File: src/rtl/rgb_compare_pwm.sv
// Registered RGB comparison indicator: one colour channel per compare result,
// driven through a period-aligned PWM brightness stage with optional blink.
module rgb_compare_pwm #(
  parameter int WIDTH     = 4,
  parameter int PWM_BITS  = 8,
  parameter int BLINK_DIV = 16
) (
  input  logic                clk,
  input  logic                rst_n,
  input  logic [WIDTH-1:0]    a,
  input  logic [WIDTH-1:0]    b,
  input  logic                load,
  input  logic                clear,
  input  logic [PWM_BITS-1:0] brightness,
  input  logic [1:0]          mode,
  output logic                r,
  output logic                g,
  output logic                b_out
);

  localparam int BLINK_W = (BLINK_DIV > 1) ? $clog2(BLINK_DIV) : 1;
  localparam logic [BLINK_W-1:0] BLINK_LAST = BLINK_W'(BLINK_DIV - 1);

  typedef enum logic [1:0] {
    CLS_NONE  = 2'd0,
    CLS_RED   = 2'd1,
    CLS_GREEN = 2'd2,
    CLS_BLUE  = 2'd3
  } cls_t;

  cls_t                cls_q, cls_d;
  logic [PWM_BITS-1:0] pwm_cnt;
  logic [PWM_BITS-1:0] duty_act;
  logic [BLINK_W-1:0]  blink_cnt;
  logic                blink_ph;
  logic                pwm_wrap;
  logic                pwm_on;
  logic                en;

  function automatic cls_t classify(input logic [WIDTH-1:0] op_a,
                                    input logic [WIDTH-1:0] op_b);
    if (op_a > op_b)
      return CLS_RED;
    else if (op_a == op_b)
      return CLS_GREEN;
    else
      return CLS_BLUE;
  endfunction

  // Colour class register; clear has priority over load.
  always_ff @(posedge clk or negedge rst_n) begin
    if (!rst_n)
      cls_q <= CLS_NONE;
    else
      cls_q <= cls_d;
  end

  always_comb begin
    cls_d = cls_q;
    if (clear)
      cls_d = CLS_NONE;
    else if (load)
      cls_d = classify(a, b);
  end

  assign pwm_wrap = (pwm_cnt == {PWM_BITS{1'b1}});

  // Timebase: free-running PWM counter, duty latched only at the period boundary.
  always_ff @(posedge clk or negedge rst_n) begin
    if (!rst_n) begin
      pwm_cnt  <= '0;
      duty_act <= '0;
    end else begin
      pwm_cnt <= pwm_cnt + PWM_BITS'(1);
      if (pwm_wrap)
        duty_act <= brightness;
    end
  end

  // Blink divider counts whole PWM periods; phase starts visible.
  always_ff @(posedge clk or negedge rst_n) begin
    if (!rst_n) begin
      blink_cnt <= '0;
      blink_ph  <= 1'b1;
    end else if (pwm_wrap) begin
      if (blink_cnt == BLINK_LAST) begin
        blink_cnt <= '0;
        blink_ph  <= ~blink_ph;
      end else begin
        blink_cnt <= blink_cnt + BLINK_W'(1);
      end
    end
  end

  assign pwm_on = (pwm_cnt < duty_act);

  always_comb begin
    en = 1'b0;
    case (mode)
      2'b00:   en = 1'b1;
      2'b01:   en = blink_ph;
      default: en = 1'b0;
    endcase
  end

  // Output stage: registered drives, mutually exclusive by class encoding.
  always_ff @(posedge clk or negedge rst_n) begin
    if (!rst_n) begin
      r     <= 1'b0;
      g     <= 1'b0;
      b_out <= 1'b0;
    end else begin
      r     <= (cls_q == CLS_RED)   & pwm_on & en;
      g     <= (cls_q == CLS_GREEN) & pwm_on & en;
      b_out <= (cls_q == CLS_BLUE)  & pwm_on & en;
    end
  end

endmodule

File: config.mk
export PLATFORM = sky130hd
export DESIGN_NAME = rgb_compare_pwm
export DESIGN_NICKNAME = d
export VERILOG_FILES = /design/src/rtl/rgb_compare_pwm.sv
export SDC_FILE = /design/constraint.sdc
export NUM_CORES = 1
export LEC_CHECK = 0
export ABC_AREA = 0
export BUFFER_PORTS_ARGS = -buffer_cell sky130_fd_sc_hd__buf_4
export CORE_ASPECT_RATIO = 0.75
export CORE_MARGIN = 4
export CORE_UTILIZATION = 50
export DETAILED_ROUTE_END_ITERATION = 10
export GPL_ROUTABILITY_DRIVEN = 1
export PLACE_DENSITY = 0.73
export SLEW_MARGIN = 20
export SYNTH_ARGS = -nofsm -noshare
export SYNTH_HDL_FRONTEND = slang
export SYNTH_SLANG_ARGS = --single-unit
File: constraint.sdc
create_clock -name clk -period 2.4 [get_ports clk]
set_input_delay 0 -clock clk [delete_from_list [all_inputs] [get_ports clk]]
set_output_delay 0 -clock clk [all_outputs]
set_load 0.005 [all_outputs]
## After elaboration in Yosys (flattened, before gate mapping)

Cells that the tools add are included.

- Register bits: 26
- Input port bits: 22
- Output and inout port bits: 3
- Word-level logic and storage cells: 35

- Add/sub/neg operators: 2
- Magnitude comparators: 2
- Equality and inequality tests: 7
- Muxes and demuxes: 6
- Bitwise operators: 7
- Reductions and logical operators: 3

Operator list:

| operator | count |
|---|---|
| $add A8 B1 Y8 const B | 1 |
| $eq A8 B8 Y1 const B | 1 |
| $lt A8 B8 Y1 | 1 |
| $and A1 B1 Y1 | 6 |
| $mux W2 | 3 |
| $add A4 B1 Y4 const B | 1 |
| $eq A2 B1 Y1 const B | 2 |
| $eq A2 B2 Y1 const B | 2 |
| $eq A4 B4 Y1 | 1 |
| $eq A4 B4 Y1 const B | 1 |
| $gt A4 B4 Y1 | 1 |
| $mux W4 | 1 |
| $logic_not A2 Y1 | 1 |
| $pmux W1 S2 | 1 |
| $reduce_and A2 Y1 | 1 |
| $reduce_bool A2 Y1 | 1 |
| $mux W1 | 1 |
| $not A1 Y1 | 1 |

## Depth between registers and ports, before layout

Gate-level depths: netlist (run 1).

- Depth after elaboration: 5
- Gate-level depth with buffers: 5
- Depth with buffers taken out: 5

## Least setup slack after synthesis (run 1)

Ideal clock, no wire load.

- Path kind: flip-flop to flip-flop
- From: reg pwm_cnt[0]
- To: reg duty_act[0]
- Library setup time: 125 ps
- Arrival: 1396 ps
- Required time: 2275 ps
- Slack: 879 ps
- Cell stages (with the launch flop): 5
- Path buffers: 0
- Cell sequence: dfrtp_1 -> ha_1 -> nand3_1 -> nor2_4 -> mux2_2

- Longest elaborated chain between the ends: 1

Ends and longest elaborated chain:

| what | line | text |
|---|---|---|
| from (decl) | 32 | `logic [PWM_BITS-1:0] pwm_cnt;` |
| from (signal assigned) | 74 | `pwm_cnt <= pwm_cnt + PWM_BITS'(1);` |
| $eq A8 B8 Y1 | 66 | `assign pwm_wrap = (pwm_cnt == {PWM_BITS{1'b1}});` |
| to (signal assigned) | 76 | `duty_act <= brightness;` |
| to (decl) | 33 | `logic [PWM_BITS-1:0] duty_act;` |

Every way passes these cells.
A chain may end at the register's enable or synchronous reset.

## Worst setup path after layout (run 1)

- From: reg pwm_cnt[0]
- To: reg duty_act[1]

Same word-level chain as after synthesis.

==> flow_summary.yaml, run 1 <==
clock_network:
  clock_insertion_delay_worst_skew_ns: 0.31
  ctsRootBufferMaster: "clkbuf_4"
  cts_buffers: 3
  cts_tree: "done"
  cts-htree-levels: 1
  cts_setup_buffers: 0
  cts_buffer_depth: 2
  clkSinkCount: 26
  path_clk_slew_ns: 0.12
worst_setup_path:
  critPathSlowestCell: "dfrtp_1"
  path_cells: "ha_1 > nand3_1 > nor2_4 > mux2_2"
  required_ns: 2.60
  slowest_delay_ns: 0.46
  critPathCaptureType: "register"
  path_max_fanout: 10
  cp.arrival_ns: 1.92
  start_kind: "register"
  path_buf_inv: 0
  crit_family: "simple AND/OR/NAND/NOR gates"
  path_class: "reg -> reg"
die:
  fp.dieW_um: 67.9
  initial_utilization: 0.518
  row_count: 16
  dieArea_sq_um: 3600
  core_area_sq_um: 2600
  fp.dieH_um: 53.0
  io_pins: 25
pwr:
  power_density_nw_per_um2: 419
  p_leak_nw: 0.837
  ir_drop_v: 0.000343
synth:
  syn-cell-area_sq_um: 1350
  ys_ff_latch: 26
  synth-seq-area-share: 0.484
  syn_avg_cell_area_sq_um: 11.6
  yosysWarnings: 0
  synth_cells: 116
  syn_nets: 151
  ys_types: 33
worst_hold_path:
  hold_path_class: "in -> reg"
sta:
  setup_tns_ns: 0
  slew_viol_final: 0
  setup_viol: 0
  rsz0062_at_grt: "no"
  relSlewSlack: 0.741
  hold_viol: 0
  period_needed_ns: 1.71
  fmax_ghz: 0.584
  tightest_slew_ns: 0.387
  fin_skew_ns: 0.00240
  fin_crit_sh: 0.713
final_layout:
  fin_util: 0.664
  multi_input_area_sq_um: 628
  diodes: 0
  finalNetCount: 192
  layout-drive-gt1-share: 0.256
  seqCellArea_sq_um: 652
  area_delta_synth_final_pct: 28.3
  fillerInstances: 222
place:
  dp_hpwl_um: 1950
  place_congestion: 0.828
  port_buffers: 24
global_route:
  grt_util_met1: 0.241
  grt_pass1_wl_um: 4350
  use_met3: 0.0382
  grtUsageMet2: 0.245
  grt-busiest-layer: "met2"
  grt_pass1_vias: 971
  grt_usage: 0.163
  antenna_found_initial: 0
  grt_max_degree: 27
  grt_overflow: 0
route:
  drc: 0
  ant_nets: 0
  wl_per_cell_um: 12.8
  drt-total-wl_um: 2460
  detail_route.vias_per_cell: 5.11
  drt-initial-drc-count: 27
  via_count: 982
  firstDrtPassIters: 4
job:
  maxCapViolations: 0
outcome:
  status: "finished, final reports clean"
[worst min-delay path: cells and delay by family]
kind	cells	cell delay, ns
AOI/OAI and AO/OA	2	0.20
buffers and inverters	1	0.08
and+or+nand+nor	1	0.03
[Yosys cell counts]
cell	number	area (sq um)
dfrtp_1	25	626
inv_1	18	67.6
ha_1	13	163
nand3_1	8	40.0
mux2_2	7	78.8
xnor2_1	6	52.6
nor3_1	4	20.0
a2111oi_1	3	30.0
mux2_1	3	33.8
nand2_1	3	11.3
a21oi_1	2	10.0
nand4_1	2	12.5
xor2_1	2	17.5
a2111o_1	1	11.3
a211oi_1	1	7.51
a31oi_1	1	6.26
a32o_1	1	10.0
and3_1	1	6.26
and4_1	1	8.76
dfstp_2	1	26.3
nand2b_1	1	6.26
nand2b_4	1	13.8
nand4_2	1	12.5
nor2_1	1	3.75
nor2_4	1	11.3
nor2b_1	1	6.26
o2111ai_1	1	8.76
o21ai_0	1	5.00
o21bai_1	1	7.51
o221a_2	1	11.3
o22ai_1	1	6.26
o41ai_1	1	8.76
or4_1	1	7.51
[state kept, by name (all words and copies together), names as in the netlist]
name / cells
b_out: 1
blink_cnt: 4
blink_ph: 1
cls_q: 2
duty_act: 8
g: 1
pwm_cnt: 8
r: 1
[worst paths after layout]
path                            start  cells after the start          end  slack, ns
min in group asynchronous       rst_n                      2   pwm_cnt[1]       0.11
setup reg to reg           pwm_cnt[0]                      4  duty_act[1]       0.69
setup / recovery           pwm_cnt[0]                      4  duty_act[1]       0.69
hold / removal                mode[1]                      4            r       0.03
max in group asynchronous       rst_n                      2     blink_ph       1.99
hold reg to reg              cls_q[1]                      1            r       0.44
[report_power, final]
group | total (mW) | internal [mW] | switching, mW
logic | 0.0754 | 0.0459 | 0.0295
clock network | 0.207 | 0.0926 | 0.114
registers | 0.443 | 0.441 | 0.00180
total | 0.725 | 0.579 | 0.145
[cell type report]
| class | instances | area share |
|---|---|---|
| Clock buffer | 4 | 0.0210 |
| Inverter | 18 | 0.0391 |
| Multi-Input combinational cell | 72 | 0.363 |
| Sequential cell | 26 | 0.377 |
| Tap cell | 36 | 0.0260 |
| Timing Repair Buffer | 36 | 0.174 |
[kinds of logic after synthesis]
family,synth area share
and+or+nand+nor,0.119
DFF,0.484
buffers and inverters,0.0501
AOI/OAI and AO/OA,0.0910
adders and majority gates,0.121
muxes,0.0836
xor gates and xnor gates,0.0520
[per-layer routing]
| layer | part of all wire | vias to the layer above | wire, um |
|---|---|---|---|
| met2 | 0.46 | 21 | 1140 |
| met5 | 0 | - | 0 |
| met3 | 0.039 | 2 | 97 |
| met4 | 0.0069 | 0 | 17 |
| met1 | 0.49 | 462 | 1200 |
| li1 | - | 497 | - |
[metrics by stage]
| stage | setup slack, ns | cells | total power, mW | hold slack, ns | area [sq um] |
|---|---|---|---|---|---|
| 3_5_place_dp | 0.689 | 176 | 0.511 | -0.0760 | 1570 |
| 4_1_cts | 0.662 | 192 | 0.738 | 0.0197 | 1730 |
| 6_report | 0.688 | 192 | 0.725 | 0.0290 | 1730 |
| 3_3_place_gp | 0.742 | 176 | 0.508 | -0.0804 | 1570 |
| 5_1_grt | 0.535 | 192 | 0.766 | 0.0404 | 1730 |
| 2_1_floorplan | 0.879 | 116 | 0.470 | -0.296 | 1350 |
[cell usage in the layout (no fill, tap or decap), types with 4 or more instances in the layout]
cell type       n
buf_4          24
dfrtp_1        25
dlygate4sd3_1  12
ha_1           13
inv_1          18
mux2_2          7
nand3_1         8
nor3_1          4
xnor2_1         6
[timing repair]
item,in CTS,in global routing
gates resized for setup,0,0
hold buffers,12,0
endpoints found under the hold margin,36,0
Note: power is estimated with default switching activity, not from simulation.
==> inputs of run 2 (changes only) <==
--- a/config.mk
+++ b/config.mk
@@ -5,7 +5,7 @@
 export SDC_FILE = /design/constraint.sdc
 export NUM_CORES = 1
 export LEC_CHECK = 0
-export ABC_AREA = 0
+export ABC_AREA = 1
 export BUFFER_PORTS_ARGS = -buffer_cell sky130_fd_sc_hd__buf_4
 export CORE_ASPECT_RATIO = 0.75
 export CORE_MARGIN = 4
==> constraint.sdc (replaced) <==
create_clock -name clk -period 1.68 [get_ports clk]
set_input_delay 0 -clock clk [delete_from_list [all_inputs] [get_ports clk]]
set_output_delay 0 -clock clk [all_outputs]
set_load 0.005 [all_outputs]
==> flow_summary.yaml, run 2 <==
die:
  fp.dieH_um: 53.2
  core_area_sq_um: 2600
  initial_utilization: 0.524
  row_count: 16
  fp.dieW_um: 68.3
  dieArea_sq_um: 3640
  io_pins: 25
synth:
  synth_cells: 149
  syn-cell-area_sq_um: 1360
  synth_most_common_cell: "nand2_1"
  synthFlopType: "dfrtp_1"
  synth_top_area_share: 0.459
  synth_edf_count: 0
  synth_area_leaders: "dfrtp_1 (46%), ha_1 (12%), nand2_1 (9.9%)"
  synthArstFlopShare: 1.00
  ys_types: 24
  ys_ff_latch: 26
  syn_nets: 184
  synth_commonest_cells: "nand2_1 (36), dfrtp_1 (25), inv_1 (19)"
  yosysTopAreaCell: "dfrtp_1"
  synth-seq-area-share: 0.478
  yosysWarnings: 0
  syn_avg_cell_area_sq_um: 9.15
sta:
  period_needed_ns: 1.45
  finalWorstSetupSlack_ns: 0.229
  setup_viol: 0
  holdWs_ns: 0.0861
  setup_tns_ns: 0
  slew_viol_final: 0
  rsz0062_at_grt: "no"
  relSlewSlack: 0.775
  fin_skew_ns: 0.00617
  fmax_ghz: 0.689
  tightest_slew_ns: 0.337
  hold_viol: 0
  fin_crit_sh: 0.864
final_layout:
  fillerInstances: 213
  layout-drive-gt1-share: 0.200
  diodes: 0
  reg.largest.list: "duty_act (8), pwm_cnt (8), blink_cnt (4)"
  stdcell_count: 226
  finalNetCount: 226
  final_common_cell: "nand2_1"
  layout_common_cells: "nand2_1 (36), dfrtp_1 (25), buf_4 (24)"
  area_delta_synth_final_pct: 29.8
clock_network:
  cts_buffer_depth: 2
  ctsRootBufferMaster: "clkbuf_4"
  cts_buffers: 3
  cts-htree-levels: 1
  clkSinkCount: 26
  clock_insertion_delay_worst_skew_ns: 0.33
  path_clk_slew_ns: 0.15
  cts_tree: "done"
global_route:
  grt_usage: 0.183
  antenna_found_initial: 0
  grt_overflow: 0
  grt_max_degree: 27
  grt_pass1_wl_um: 4820
  grt_pass1_vias: 1113
pwr:
  clkPwrFrac: 0.369
  p_seq_frac: 0.535
  total_power_mw: 1.19
  p_leak_nw: 0.940
  p_sw_mw: 0.248
  p_int_mw: 0.945
  power_density_nw_per_um2: 674
  ir_drop_v: 0.000421
  swShare: 0.208
  combinationalPowerShare: 0.096
route:
  top_layer: "met4"
  drt-total-wl_um: 2820
  drt-initial-drc-count: 49
  wl_met1_um: 1280
  via_count: 1089
  ant_nets: 0
  drc: 0
  detail_route.vias_per_cell: 4.82
  routed-wl-met3_um: 104
  wl_per_cell_um: 12.5
  firstDrtPassIters: 4
  wl_met2_um: 1400
worst_hold_path:
  hold_path_class: "in -> async"
worst_setup_path:
  path_class: "reg -> reg"
  cp.arrival_ns: 1.72
  critPathCaptureType: "register"
  required_ns: 1.94
  start_kind: "register"
  path_max_fanout: 5
place:
  dp_hpwl_um: 2050
  place_congestion: 0.800
  port_buffers: 24
  place_inst: 208
  place_ws_ns: 0.264
job:
  maxCapViolations: 0
outcome:
  status: "finished, final reports clean"
-- run 2: changes by cell type in the layout (fill, tap and decap cells not counted), moves of 3 or more --
cell / previous run / this run
a21oi_1: 2 / 6
nand2_1: 3 / 36
nor2_1: 1 / 8
xor2_1: 2 / 6
inv_2: 0 / 4
nor3_1: 4 / 0
a2111oi_1: 3 / 0
o21ai_1: 0 / 9
mux2_1: 3 / 0
xnor2_1: 6 / 3
mux2_2: 7 / 0
-- run 2: logic make-up (layout without fill, tap and decap cells) --
family	Yosys count	in the layout	synth area share
XOR/XNOR	9	9	0.0578
AO/OA/AOI/OAI	19	19	0.0734
AND/OR/NAND/NOR	57	57	0.194
flip-flops	26	26	0.478
buffers and inverters	25	66	0.0780
adder cells (fa/ha/maj)	13	13	0.119
-- run 2: metrics by stage --
| step | instance area, sq um | util |
|---|---|---|
| detailed placement | 1580 | 0.606 |
| CTS | 1770 | 0.680 |
| finish | 1770 | 0.680 |
| global placement | 1580 | 0.606 |
| floorplan | 1360 | - |
| global route | 1770 | 0.680 |
-- run 2: final cells by class --
type,instances,area [sq um],share of cell area
inverters,24,95.1,0.0537
flip-flops and latches,26,652,0.368
clock buffers,3,22.5,0.0127
multi-input cells,98,606,0.342
repair buffers,38,320,0.181
well taps,36,45.0,0.0254
clock inverters,1,30.0,0.0170
-- run 2: layer usage --
layer  vias up  global-route usage
met5         -                   0
met2        20               0.325
met3         6              0.0552
met1       506               0.217
li1        557                   -
met4         0              0.0396
-- run 2: worst max-delay path, stage by stage, from the launching register on --
cell and delay (ns):
dfrtp_1 0.49, ha_1 0.35, a21oi_1 0.17, nand2_1 0.11, nand2_1 0.07, nand2_1 0.08
nor2_1 0.12
-- run 2: what timing repair did --
| action | in CTS | in global routing |
|---|---|---|
| resized for setup | 0 | 0 |
| hold buffers | 14 | 1 |
| endpoints found under the setup margin | 0 | 1 |
| setup buffers | 0 | 0 |
| endpoints found under the hold margin | 39 | 2 |
-- run 2: path summary, 6_finish.rpt --
path	startpoint	end	slack, ns	cells after the start
min	rst_n	pwm_cnt[2]	0.09	2
max in group asynchronous	rst_n	blink_ph	1.30	2
max reg2reg	pwm_cnt[3]	b_out	0.23	6
min reg2reg	pwm_cnt[0]	pwm_cnt[0]	0.48	1
max	pwm_cnt[3]	b_out	0.23	6
min in group clk	a[3]	cls_q[1]	0.15	5
-- run 2: power by group through the flow --
stage | logic, mW | clock network, mW | registers (mW)
after global routing | 0.130 | 0.472 | 0.640
after floorplan | 0.0293 | 0 | 0.650
after global placement | 0.0853 | 0 | 0.650
after CTS | 0.116 | 0.446 | 0.639
final | 0.114 | 0.440 | 0.639
after detailed placement | 0.0896 | 0 | 0.651
==> inputs of run 3 (changes only) <==
--- a/config.mk
+++ b/config.mk
@@ -10,6 +10,7 @@
 export CORE_ASPECT_RATIO = 0.75
 export CORE_MARGIN = 4
 export CORE_UTILIZATION = 50
+export CTS_BUF_LIST = sky130_fd_sc_hd__clkbuf_16
 export DETAILED_ROUTE_END_ITERATION = 10
 export GPL_ROUTABILITY_DRIVEN = 1
 export PLACE_DENSITY = 0.73
==> flow_summary.yaml, run 3 (synthesis results as in run 2) <==
worst_hold_path:
  min_from: "load"
  hold_path_class: "in -> reg"
  worstHoldPathCells: 4
  holdPathEnd: "cls_q[1]"
final_layout:
  area_delta_synth_final_pct: 30.7
  fillerInstances: 209
  layout-drive-gt1-share: 0.204
  finalNetCount: 222
  final_common_cell: "nand2_1"
  reg.largest.list: "duty_act (8), pwm_cnt (8), blink_cnt (4)"
  diodes: 0
  seqCellArea_sq_um: 652
  multi_input_area_sq_um: 606
  layout_common_cells: "nand2_1 (36), dfrtp_1 (25), buf_4 (24)"
  fin_util: 0.685
sta:
  setup_viol: 0
  holdWs_ns: 0.00803
  setup_tns_ns: 0
  tightest_slew_ns: 0.337
  rsz0062_at_grt: "no"
  fin_crit_sh: 0.848
  hold_viol: 0
  fmax_ghz: 0.702
  fin_skew_ns: 0.00813
  slew_viol_final: 0
  relSlewSlack: 0.776
  period_needed_ns: 1.42
global_route:
  grt_pass1_wl_um: 4790
  grt_pass1_vias: 1092
  grt_max_degree: 27
  grt_overflow: 0
  antenna_found_initial: 0
  grt_usage: 0.184
worst_setup_path:
  start_kind: "register"
  path_cells: "ha_1 > a21oi_1 > nand2_1 > nand2_1 > nand2_1 > nor2_1"
  critPathSlowestCell: "dfrtp_1"
  reg2reg_from: "pwm_cnt[3]"
  required_ns: 1.87
  critPathCaptureType: "register"
  r2r_slack_ns: 0.26
  rr_worst_depth: 6
  worst_path_most_repeated_cell: "nand2_1"
  slowest_delay_ns: 0.46
  rr_endpoint: "b_out"
  cp.arrival_ns: 1.61
  crit_family: "flip-flops"
  path_max_fanout: 5
  path_buf_inv: 0
  path_class: "reg -> reg"
clock_network:
  ctsRootBufferMaster: "clkbuf_16"
  cts-resized-gates: 0
  cts_tree: "done"
  cts_setup_buffers: 0
  clock_insertion_delay_worst_skew_ns: 0.27
  cts_hold_buf: 10
  path_clk_slew_ns: 0.07
  clkSinkCount: 26
  cts_buffer_depth: 2
  cts_buffers: 3
  cts-htree-levels: 1
die:
  dieArea_sq_um: 3640
  initial_utilization: 0.524
  fp.dieW_um: 68.3
  row_count: 16
  fp.dieH_um: 53.2
  core_area_sq_um: 2600
  io_pins: 25
route:
  via_count: 1073
  drt-total-wl_um: 2770
  drt-initial-drc-count: 56
  wl_per_cell_um: 12.5
  drc: 0
  firstDrtPassIters: 4
  detail_route.vias_per_cell: 4.83
  ant_nets: 0
pwr:
  power_density_nw_per_um2: 809
  p_leak_nw: 0.945
  ir_drop_v: 0.000562
place:
  dp_hpwl_um: 2050
  place_congestion: 0.800
  port_buffers: 24
outcome:
  status: "finished, final reports clean"
job:
  maxCapViolations: 0
[run 3: cell types whose count changed in the layout (fill, tap and decap cells not counted), sizes merged]
| cell | previous run | this run |
|---|---|---|
| dlygate4sd3 | 14 | 10 |
[run 3: how the worst max path moves through the flow]
stage,start,endpoint,depth (start not counted)
floorplan,pwm_cnt[0],blink_cnt[1],8
global placement,pwm_cnt[3],r,6
detailed placement,pwm_cnt[3],b_out,6
CTS,pwm_cnt[3],b_out,6
global route,pwm_cnt[3],r,6
finish,pwm_cnt[3],b_out,6
[run 3: area by class of cell]
cell class | count | share of cell area
sequential | 26 | 0.366
inverter | 24 | 0.0533
clock buffer | 3 | 0.0421
tap | 36 | 0.0253
clock inverter | 1 | 0.0168
multi-input combinational | 98 | 0.340
timing repair buffer | 34 | 0.157
[run 3: where the power goes]
| part | switching [mW] | internal (mW) | total, mW |
|---|---|---|---|
| combinational | 0.0420 | 0.0638 | 0.106 |
| sequential | 0.00536 | 0.633 | 0.639 |
| clock | 0.224 | 0.474 | 0.698 |
[run 3: stage by stage]
stage / instances / setup slack, ns / instance area (sq um) / power (mW)
after floorplan: 149 / 0.427 / 1360 / 0.679
after global placement: 208 / 0.377 / 1580 / 0.736
after detailed placement: 208 / 0.264 / 1580 / 0.740
after CTS: 222 / 0.268 / 1780 / 1.45
after global routing: 222 / 0.156 / 1780 / 1.49
final: 222 / 0.255 / 1780 / 1.44
[run 3: per-layer routing]
layer | vias to the layer above | track usage | part of all wire
met4 | 0 | 0.0396 | 0.0079
met5 | - | 0 | 0
li1 | 546 | - | -
met2 | 28 | 0.330 | 0.50
met3 | 6 | 0.0552 | 0.048
met1 | 493 | 0.217 | 0.44
[run 3: worst min-delay path: cells and delay by family]
family / cells / cell delay [ns]
buffers and inverters: 1 / 0.07
and+or+nand+nor: 2 / 0.08
AOI/OAI and AO/OA: 1 / 0.06
